File: src/rtl/uart_pkg.sv
// Shared definitions for the buffered UART transmitter: FSM encoding, frame constants
// and the default bit period.
package uart_pkg;

    localparam int DEFAULT_CLKS_PER_BIT = 868;
    localparam int DATA_BITS            = 8;
    localparam int BIT_CNT_W            = $clog2(DATA_BITS);

    localparam logic [2:0] ST_IDLE   = 3'd0;
    localparam logic [2:0] ST_START  = 3'd1;
    localparam logic [2:0] ST_DATA   = 3'd2;
    localparam logic [2:0] ST_PARITY = 3'd3;
    localparam logic [2:0] ST_STOP   = 3'd4;

    typedef enum logic [2:0] {
        IDLE   = ST_IDLE,
        START  = ST_START,
        DATA   = ST_DATA,
        PARITY = ST_PARITY,
        STOP   = ST_STOP
    } tx_state_t;

    function automatic logic even_parity(input logic [DATA_BITS-1:0] d);
        return ^d;
    endfunction

endpackage

File: src/rtl/sync_fifo.sv
// Single-clock FIFO with registered full/empty flags and a one-cycle overflow pulse
// for writes that arrive with no free slot.
module sync_fifo #(
    parameter int WIDTH = 8,
    parameter int DEPTH = 16
) (
    input  logic             clk,
    input  logic             rst,
    input  logic             wr,
    input  logic [WIDTH-1:0] wr_data,
    input  logic             rd,
    output logic [WIDTH-1:0] rd_data,
    output logic             full,
    output logic             empty,
    output logic             overflow
);

    localparam int AW = $clog2(DEPTH);
    localparam int CW = AW + 1;
    localparam logic [CW-1:0] COUNT_FULL = CW'(DEPTH);

    logic [WIDTH-1:0] mem [DEPTH];
    logic [AW-1:0]    wr_ptr;
    logic [AW-1:0]    rd_ptr;
    logic [CW-1:0]    count;
    logic [CW-1:0]    count_next;
    logic             push;
    logic             pop;

    // A pop in the same cycle frees the slot, so a write to a full FIFO still lands.
    always_comb begin
        pop        = rd && (count != '0);
        push       = wr && ((count != COUNT_FULL) || pop);
        count_next = count;
        case ({push, pop})
            2'b10:   count_next = count + CW'(1);
            2'b01:   count_next = count - CW'(1);
            default: count_next = count;
        endcase
    end

    always_ff @(posedge clk or posedge rst) begin
        if (rst) begin
            wr_ptr   <= '0;
            rd_ptr   <= '0;
            count    <= '0;
            full     <= 1'b0;
            empty    <= 1'b1;
            overflow <= 1'b0;
        end else begin
            if (push) wr_ptr <= wr_ptr + AW'(1);
            if (pop)  rd_ptr <= rd_ptr + AW'(1);
            count    <= count_next;
            full     <= (count_next == COUNT_FULL);
            empty    <= (count_next == '0);
            overflow <= wr && !push;
        end
    end

    always_ff @(posedge clk) begin
        if (push) mem[wr_ptr] <= wr_data;
    end

    assign rd_data = mem[rd_ptr];

endmodule

File: src/rtl/uart_tx_buffered.sv
// FIFO-buffered 8N1 UART transmitter; define UART_TX_PARITY_EN to insert an even
// parity bit between data bit 7 and the stop bit.
module uart_tx_buffered
    import uart_pkg::*;
#(
    parameter int CLKS_PER_BIT = DEFAULT_CLKS_PER_BIT,
    parameter int FIFO_DEPTH   = 16
) (
    input  logic       clk,
    input  logic       rst,
    input  logic [7:0] txData,
    input  logic       txDataWr,
    output logic       tx,
    output logic       txBusy,
    output logic       fifoFull,
    output logic       fifoEmpty,
    output logic       overflow,
    output logic [2:0] fsm_state
);

    localparam int BAUD_W = $clog2(CLKS_PER_BIT);
    localparam logic [BAUD_W-1:0]    BAUD_LAST = BAUD_W'(CLKS_PER_BIT - 1);
    localparam logic [BIT_CNT_W-1:0] LAST_BIT  = BIT_CNT_W'(DATA_BITS - 1);

    tx_state_t              state;
    logic [BAUD_W-1:0]      baud;
    logic [BIT_CNT_W-1:0]   bit_cnt;
    logic [DATA_BITS-1:0]   shreg;
    logic [DATA_BITS-1:0]   fifo_data;
    logic                   pop;
    logic                   baud_done;
`ifdef UART_TX_PARITY_EN
    logic                   parity_bit;
`endif

    sync_fifo #(
        .WIDTH (DATA_BITS),
        .DEPTH (FIFO_DEPTH)
    ) u_fifo (
        .clk      (clk),
        .rst      (rst),
        .wr       (txDataWr),
        .wr_data  (txData),
        .rd       (pop),
        .rd_data  (fifo_data),
        .full     (fifoFull),
        .empty    (fifoEmpty),
        .overflow (overflow)
    );

    assign pop       = (state == IDLE) && !fifoEmpty;
    assign baud_done = (baud == BAUD_LAST);
    assign txBusy    = (state != IDLE) || !fifoEmpty;
    assign fsm_state = state;

    // tx is loaded on each transition, so the line changes on the same edge as the state.
    always_ff @(posedge clk or posedge rst) begin
        if (rst) begin
            state   <= IDLE;
            tx      <= 1'b1;
            baud    <= '0;
            bit_cnt <= '0;
            shreg   <= '0;
`ifdef UART_TX_PARITY_EN
            parity_bit <= 1'b0;
`endif
        end else begin
            case (state)
                IDLE: begin
                    tx   <= 1'b1;
                    baud <= '0;
                    if (!fifoEmpty) begin
                        shreg   <= fifo_data;
                        bit_cnt <= '0;
                        tx      <= 1'b0;
                        state   <= START;
`ifdef UART_TX_PARITY_EN
                        parity_bit <= even_parity(fifo_data);
`endif
                    end
                end
                START: begin
                    if (baud_done) begin
                        baud  <= '0;
                        tx    <= shreg[0];
                        state <= DATA;
                    end else begin
                        baud <= baud + BAUD_W'(1);
                    end
                end
                DATA: begin
                    if (baud_done) begin
                        baud <= '0;
                        if (bit_cnt == LAST_BIT) begin
`ifdef UART_TX_PARITY_EN
                            tx    <= parity_bit;
                            state <= PARITY;
`else
                            tx    <= 1'b1;
                            state <= STOP;
`endif
                        end else begin
                            bit_cnt <= bit_cnt + BIT_CNT_W'(1);
                            tx      <= shreg[1];
                            shreg   <= shreg >> 1;
                        end
                    end else begin
                        baud <= baud + BAUD_W'(1);
                    end
                end
`ifdef UART_TX_PARITY_EN
                PARITY: begin
                    if (baud_done) begin
                        baud  <= '0;
                        tx    <= 1'b1;
                        state <= STOP;
                    end else begin
                        baud <= baud + BAUD_W'(1);
                    end
                end
`endif
                STOP: begin
                    if (baud_done) begin
                        baud  <= '0;
                        tx    <= 1'b1;
                        state <= IDLE;
                    end else begin
                        baud <= baud + BAUD_W'(1);
                    end
                end
                default: begin
                    tx    <= 1'b1;
                    baud  <= '0;
                    state <= IDLE;
                end
            endcase
        end
    end

endmodule

File: config.mk
export PLATFORM = sky130hd
export DESIGN_NAME = uart_tx_buffered
export DESIGN_NICKNAME = d
export VERILOG_FILES = /design/src/rtl/uart_pkg.sv /design/src/rtl/sync_fifo.sv /design/src/rtl/uart_tx_buffered.sv
export SDC_FILE = /design/constraint.sdc
export NUM_CORES = 1
export LEC_CHECK = 0
export ABC_AREA = 1
export CAP_MARGIN = 30
export CORE_MARGIN = 4
export CORE_UTILIZATION = 42
export CTS_CLUSTER_DIAMETER = 100
export CTS_CLUSTER_SIZE = 16
export DETAILED_ROUTE_END_ITERATION = 10
export GPL_TIMING_DRIVEN = 0
export HOLD_SLACK_MARGIN = 0.12
export RECOVER_POWER = 100
export SETUP_SLACK_MARGIN = 0.3
export SLEW_MARGIN = 20
export SYNTH_ARGS = -nofsm -noshare
export SYNTH_HDL_FRONTEND = slang
export SYNTH_HIERARCHICAL = 1
export SYNTH_SLANG_ARGS = --single-unit
export TNS_END_PERCENT = 100
File: constraint.sdc
create_clock -name clk -period 3.3 [get_ports clk]
set_input_delay 0.99 -clock clk [delete_from_list [all_inputs] [get_ports clk]]
set_output_delay 0.99 -clock clk [all_outputs]
set_load 0.02 [all_outputs]
==> summary.md <==
| Metric | Value |
|---|---|
| Status | finished clean |
| Worst R2R Setup Slack | 0.51 ns |
| Die area | 0.0200 mm^2 |
| Sequential area share after synthesis | 65.3% |
| Post-synth top area cell | edfxtp_1 |
| Drt via density | 5.27 |
| Setup Skew | 0.00910 ns |
| Compound-Gate Fraction of Synth Area | 9.02% |
| Starting DRC count in detailed routing | 226 |
| Number of flops mapped to enable cells by yosys | 128 |
| Fraction of layout cells with a size suffix above 1 | 9.94% |
| Mapped Nets | 656 |
| Min Clock Period, post-route | 2.98 ns |
| Max-slew headroom | 28.9% |
| Yosys cell types | 35 |
| Crit Path Max Fanout | 6 |
| Async set-reset flop share out of synthesis | 24.3% |
| Setup crit end kind | primary output |
| Largest cells by area after synthesis | edfxtp_1, dfrtp_1, nand2_1 |
| Max cap viols | 0 |
| Synth top cells by count | edfxtp_1, nand2_1, inv_1 |
| Vias after detailed routing | 4,794 |
| Critical path required time | 2.31 ns |
| ANT nets after route | 0 |
| Die Y | 141 um |
| Avg Cell Area, Syn | 11.8 um^2 |
| Clock Sinks | 169 |
| Postcts setup bufs | 0 |
| Synth Cell Area | 0.00746 mm^2 |
| Setup TNS | 0 ns |
| Synth-to-Final Area Change | 13.4% |
| Rows | 48 |
| Fraction of the mapped netlist area in adder cells | 2.11% |
| Post-cts gate resize count | 0 |
| Most common flop cell mapped by yosys | edfxtp_1 |
| Initial antenna violation count | 0 |
| Syn Inst Count | 633 |
| Final number of hold-violating endpoints | 0 |
| Max Buffers Root-to-Sink | 2 |
| Drc violations | 0 |
| Layout Nets | 694 |
| Area share of and/or/nand/nor cells after synthesis | 12.8% |
| Overflow after GRT | 0 |
| Most frequent cell after synthesis | edfxtp_1 |
| Routability Congestion | 0.917 |
| Xor/xnor cell area share of the yosys netlist | 1.06% |
| CORE AREA | 0.0174 mm^2 |
| DP Worst Slack | 0.177 ns |
| CTS tree | built |
| Hold WC Path Type | reg -> reg |
| Worst setup SP type | register |
| Final-report setup violation count | 0 |
| Initial core utilization | 43.0% |
| Pre-antenna DRT Iters | 5 |
| H-tree depth | 4 |
| Worst VDD drop | 0.387 mV |
| Slack of the critical path | 0.322 ns |
| Yosys warns | 6 |
| Synthesis-stage register bit count | 169 |
| Crit Path Class | reg -> out |
| Later-pin clock latency in the skew report | 0.43 ns |
| Buffers added on ports | 18 |
| Max Transition Viols Final | 0 |
| WP data arrival | 1.99 ns |
| RSZ-0062 raised after global routing | no |
| Post-synthesis mux area share | 4.29% |
| CTS clock-pin slew for the worst setup and hold paths | 0.07 ns |
| WL/cell | 17.9 um |
| Largest family of logic cells by synthesized area | simple AND/OR/NAND/NOR gates |
| Least-Margin Pin Slew | 1.07 ns |
| F_max | 0.336 GHz |
| First-pass GRT wire length | 25,800 um |
| PwrDens | 625 mW/mm^2 |
| # IOs | 19 |
| Hold-fix buffers at CTS | 0 |
| Largest net degree at the start of global routing | 26 |
| Number of global-route vias before repair | 4,837 |
| Tot GR Track Use | 17.1% |
| Share of Yosys cell area claimed by the top area cell type | 51.5% |
| Root Driver | clkbuf_16 |
| Cts bufs inserted | 17 |
| Final WL | 16,300 um |
| DP HPWL | 11,200 um |
| Crit share post-route | 90.3% |
| Leak pwr | 3.46 nW |
| Die W | 141 um |
| Antenna diode count | 0 |
-- stage by stage --
step	area [um^2]	util (%)	hold slack [ns]	cells	total power, mW
after global routing	8460	48.7	0.496	909	5.53
after CTS	8540	49.2	0.463	908	5.35
after floorplan	7460	-	0.432	633	3.07
after global placement	7920	45.6	0.447	876	3.27
final	8460	48.7	0.462	909	5.28
after detailed placement	7920	45.6	0.454	876	3.30
-- area by class of cell --
class / instances / area [um^2]
fillers: 1551 / 8900
flip-flops and latches: 169 / 4870
multi-input cells: 370 / 2120
clock buffers: 17 / 425
well taps: 225 / 282
inverters: 68 / 258
clock inverters: 15 / 190
repair buffers: 19 / 184
plain buffers: 26 / 130
-- worst max-delay path, stage by stage, from the launching register on --
cell           delay [ns]
dfrtp_1              0.43
inv_1                0.07
nand2_1              0.06
nor2_1               0.16
nand2_1              0.15
dlygate4sd3_1        0.68
-- cells by family after synthesis --
logic type | count (synthesis)
AOI/OAI and AO/OA | 117
xor gates and xnor gates | 9
adders and majority gates | 12
buffers and inverters | 94
DFF | 169
muxes | 32
and+or+nand+nor | 200
-- metal layers --
| metal | wire length, um | GRT usage, % | vias to the layer above |
|---|---|---|---|
| met5 | 0 | 0 | - |
| met1 | 7160 | 22.3 | 2369 |
| li1 | - | - | 2280 |
| met3 | 824 | 4.28 | 26 |
| met2 | 7990 | 28.4 | 119 |
| met4 | 289 | 5.10 | 0 |
-- sequential cells by signal, summed over array words and instances (netlist names) --
name,cells
tx,1
u_fifo/full,1
u_fifo/mem,128
u_fifo/overflow,1
u_fifo/empty,1
u_fifo/count,5
bit_cnt,3
u_fifo/wr_ptr,4
u_fifo/rd_ptr,4
fsm_state,3
baud,10
shreg,8
-- cells in the final DEF (no fill, tap or decap), types with 3 or more instances in the layout --
| cell | count |
|---|---|
| clkinvlp_4 | 3 |
| bufinv_16 | 3 |
| inv_1 | 61 |
| inv_6 | 4 |
| ha_1 | 11 |
| inv_2 | 3 |
| nand2_2 | 7 |
| o21ai_0 | 46 |
| edfxtp_1 | 128 |
| clkinv_4 | 3 |
| nand4_1 | 8 |
| xor2_1 | 6 |
| dfrtp_1 | 39 |
| nor2_2 | 4 |
| nand3_1 | 33 |
| buf_2 | 8 |
| clkbuf_16 | 17 |
| o211ai_1 | 32 |
| clkinv_1 | 3 |
| a21oi_1 | 37 |
| clkbuf_1 | 15 |
| nand2_1 | 102 |
| xnor2_1 | 3 |
| nor2_1 | 36 |
| mux2i_1 | 32 |
| dlygate4sd3_1 | 17 |
-- path summary, 6_finish.rpt --
check | start | end | cells after the start
worst max-delay path | fsm_state[2]$_DFFE_PP0P_ | txBusy | 5
worst max register to register | fsm_state[2]$_DFFE_PP0P_ | u_fifo/empty$_DFF_PP1_ | 17
min in group asynchronous | rst | baud[4]$_DFF_PP0_ | 2
max in group asynchronous | rst | shreg[0]$_DFFE_PP0P_ | 3
worst min-delay path | baud[0]$_DFF_PP0_ | baud[0]$_DFF_PP0_ | 1
worst min register to register | baud[0]$_DFF_PP0_ | baud[0]$_DFF_PP0_ | 1
-- power by group --
part	switching, mW	total [mW]	internal, mW
sequential	0.0910	2.61	2.52
combinational	0.443	0.627	0.184
clock	0.842	2.05	1.21
total	1.38	5.28	3.91
(Power assumes the default switching activity.)
==> RTL edit 1 (same settings) <==
Register the output `overflow`, without a reset; this adds one clock of latency there. The other outputs are not delayed to match. Comments in the files are not updated.
--- a/src/rtl/uart_tx_buffered.sv
+++ b/src/rtl/uart_tx_buffered.sv
@@ -22,6 +22,8 @@
     localparam logic [BAUD_W-1:0]    BAUD_LAST = BAUD_W'(CLKS_PER_BIT - 1);
     localparam logic [BIT_CNT_W-1:0] LAST_BIT  = BIT_CNT_W'(DATA_BITS - 1);
 
+    logic overflow_d;
+
     tx_state_t              state;
     logic [BAUD_W-1:0]      baud;
     logic [BIT_CNT_W-1:0]   bit_cnt;
@@ -45,7 +47,7 @@
         .rd_data  (fifo_data),
         .full     (fifoFull),
         .empty    (fifoEmpty),
-        .overflow (overflow)
+        .overflow (overflow_d)
     );
 
     assign pop       = (state == IDLE) && !fifoEmpty;
@@ -137,5 +139,9 @@
         end
     end
 
+    always_ff @(posedge clk) begin
+        overflow <= overflow_d;
+    end
+
 endmodule
 
Function: no difference found for any inputs over 10 cycles, from zero or initial values and one cycle with rst high; that may be too few to reach the edited logic, so the function may still have changed.
==> RTL edit 1 against the original RTL <==
Worst setup slack better by 0.056 ns; area after synthesis is 0.27% higher; worst hold slack worse by 0.12 ns; first-iteration DRC count rose by 59%; via count increased by 0.19%; design area fell by 0.16%; power down 1.7%; sequential cell count is 1 higher; routed wire length up 0.28%; global-route usage decreased by 0.25 points; sequential power is essentially flat; clock skew is 0.00076 ns higher.
==> RTL edit 1: results (changes against the original RTL) <==
[hold_path]
min_path_cells = 0  ; -1
min_from = u_fifo/overflow
whs_endpoint = overflow

[logic_synthesis]
ys_seq_area_frac = 0.6541  ; +0.0009284
synthArstFlopShare = 0.2412  ; -0.001427
post_synth_mux_area_share = 0.04282  ; -0.0001149
synth.distinct_cells = 36  ; +2.9%
synth_adder_area_share = 0.02108  ; -0.00005656
syn-num-nets = 657  ; +0.15%
synthTopCellsByCount = 128 x edfxtp_1, 96 x nand2_1, 62 x inv_1
synthXorXnorAreaFrac = 0.01054  ; -0.00002828
yosys_register_bits = 170  ; +0.59%
netlist_top_cells_area = edfxtp_1 51%, dfrtp_1 13%, nand2_1 4.8%

[finish]
multi_input_area_share = 0.2513  ; +0.001001
nClkBuffers = 18  ; +1
drive_above_1_share = 0.09357  ; -0.005848
regArea_sq_mm = 0.004892  ; +0.41%
n_fill_cell = 1543  ; -0.52%
clk_share = 0.06831  ; -0.004475
buf_share = 0.03719  ; +0.00006050
final_nets = 695  ; +0.14%

[global_route]
use_met2 = 0.2822  ; -0.002007
grtUsageMet1 = 0.2209  ; -0.001659
first_global_vias = 4645  ; -4.0%
gr-usage-all-layers = 0.1683  ; -0.002541
gr-usage-met3 = 0.03910  ; -0.003707
grt_first_pass_wirelength_mm = 25.32  ; -1.8%

[critical_path]
critical-path-top-delay-family = buffers and inverters
r2r_setup_slack_ns = 0.53  ; +0.02 ns
critical_path.startpoint = fsm_state[1]
worstPathArrival_ns = 1.93  ; -0.06 ns
crit_fanout = 5  ; -1

[placement]
gp_congestion = 0.9124  ; -0.52%
dp_hpwl_mm = 11.05  ; -1.0%
placedCellCount = 877  ; +0.11%

[timing]
fin_skew_ns = 0.009865  ; +0.0007618 ns
max-slew-margin-rel = 0.2559  ; -0.03268

[power_and_ir_drop]
irDropWorstVdd_uv = 407.2  ; +5.2%
leakagePower_uw = 0.003452  ; -0.11%
intPower_uw = 3837  ; -1.8%
seq_power_share = 0.505  ; +0.011
pg_comb_uw = 643  ; +3%

[route]
vias = 4803  ; +0.19%
detail_route.vias_per_cell = 5.284  ; +0.19%

[status]
outcome = finished, final reports clean

RTL edit 1: metal layers:
metal	vias to the layer above	routed length (um)
li1	2286	-
met1	2365	7162
met2	132	8019
met3	20	850
met4	0	272
met5	-	0
RTL edit 1: stage by stage:
| step | total power, uW | setup WS [ns] | instance area (sq um) | util | hold WS [ns] |
|---|---|---|---|---|---|
| 6_report | 5195 | 0.3776 | 8444 | 0.4865 | 0.3432 |
| 5_1_grt | 5437 | 0.2469 | 8444 | 0.4865 | 0.3472 |
| 4_1_cts | 5260 | 0.4445 | 8518 | 0.4908 | 0.3454 |
| 3_5_place_dp | 3324 | 0.09921 | 7941 | 0.4575 | 0.3302 |
| 3_3_place_gp | 3291 | 0.1461 | 7941 | 0.4575 | 0.3296 |
| 2_1_floorplan | 3084 | 0.8932 | 7480 | - | 0.3242 |
==> RTL edit 2 (config.mk and constraints unchanged) <==
Made on the original files. Set the package constant `DEFAULT_CLKS_PER_BIT` to 217 (it was 868).
--- a/src/rtl/uart_pkg.sv
+++ b/src/rtl/uart_pkg.sv
@@ -2,7 +2,7 @@
 // and the default bit period.
 package uart_pkg;
 
-    localparam int DEFAULT_CLKS_PER_BIT = 868;
+    localparam int DEFAULT_CLKS_PER_BIT = 217;
     localparam int DATA_BITS            = 8;
     localparam int BIT_CNT_W            = $clog2(DATA_BITS);
 
Behaviour: same outputs for any inputs over 10 cycles, from zero or initial values and one cycle with rst high; that may be too few to reach the edited logic, so the function may still have changed.
==> RTL edit 2 against the original RTL <==
Highest routed layer unchanged; routed wire length rose by 0.57%; worst setup slack improved by 0.078 ns; sequential cell count down 2; design area decreased by 1.1%; count of clock-buffer cells in the layout stayed put; area after synthesis down 1.6%; power is 2.3% lower.
==> RTL edit 2: results (changes against the original RTL) <==
[hold_path]
whs_endpoint = shreg[1]

[power_and_ir_drop]
clk-power_uw = 1940  ; -5%
irDropWorstVdd_uv = 502.2  ; +30%

[route]
drtIter0Drc = 454  ; +100%
wl_per_cell_um = 18.15  ; +1.5%
dr_wl_met3_um = 971  ; +18%

[critical_path]
reg2reg_to = u_fifo/mem[14][6]
rr_worst_depth = 10  ; -7
r2r_setup_slack_ns = 0.43  ; -0.08 ns
crit_fanout = 8  ; +2

[finish]
clk_share = 0.06908  ; -0.003702
num-nonclk-buffers = 47  ; +4.4%
buf_share = 0.03962  ; +0.002493
area_delta_synth_final_pct = 14.01
final_nets = 687  ; -1.0%
layout.comb_gates.multi_input = 365  ; -1.4%

[global_route]
grt_max_degree = 24  ; -7.7%
gr-usage-all-layers = 0.1704  ; -0.0004491

[logic_synthesis]
netlist_top_cells_area = edfxtp_1 52%, dfrtp_1 13%, nand2_1 4.9%
synthArstFlopShare = 0.2335  ; -0.009071
synth.distinct_cells = 31  ; -11%

[timing]
period_minus_slack_ns = 2.900  ; -0.07793 ns

[placement]
dp_hpwl_mm = 10.84  ; -2.9%
gp_congestion = 0.8782  ; -4.3%

[cts]
cts_sinks = 167  ; -1.2%

[status]
outcome = finished, final reports clean

-- RTL edit 2: cell count changes after synthesis, moves of 2 or more --
cell and delta:
nand3_1 +8, nand2_4 -4, o21ai_0 -4, nand4_1 -3
a21oi_1 -2, dfrtp_1 -2, inv_1 -2, nand3b_1 +2
nor2_1 +2, o21ai_2 -2
-- RTL edit 2: cells by family (layout without fill, tap and decap cells) --
logic type,Yosys count,in the layout,share of synthesized area
and+or+nand+nor,199,199,0.1227
DFF,167,167,0.6570
AOI/OAI and AO/OA,111,111,0.08711
buffers and inverters,92,144,0.05438
muxes,32,32,0.04364
adders and majority gates,13,13,0.02318
xor gates and xnor gates,10,10,0.01193
-- RTL edit 2: worst min-delay path, delay by kind of cell, from the launching register on --
kind,cells,cell delay (ns)
flops,1,0.35
simple gates,2,0.10
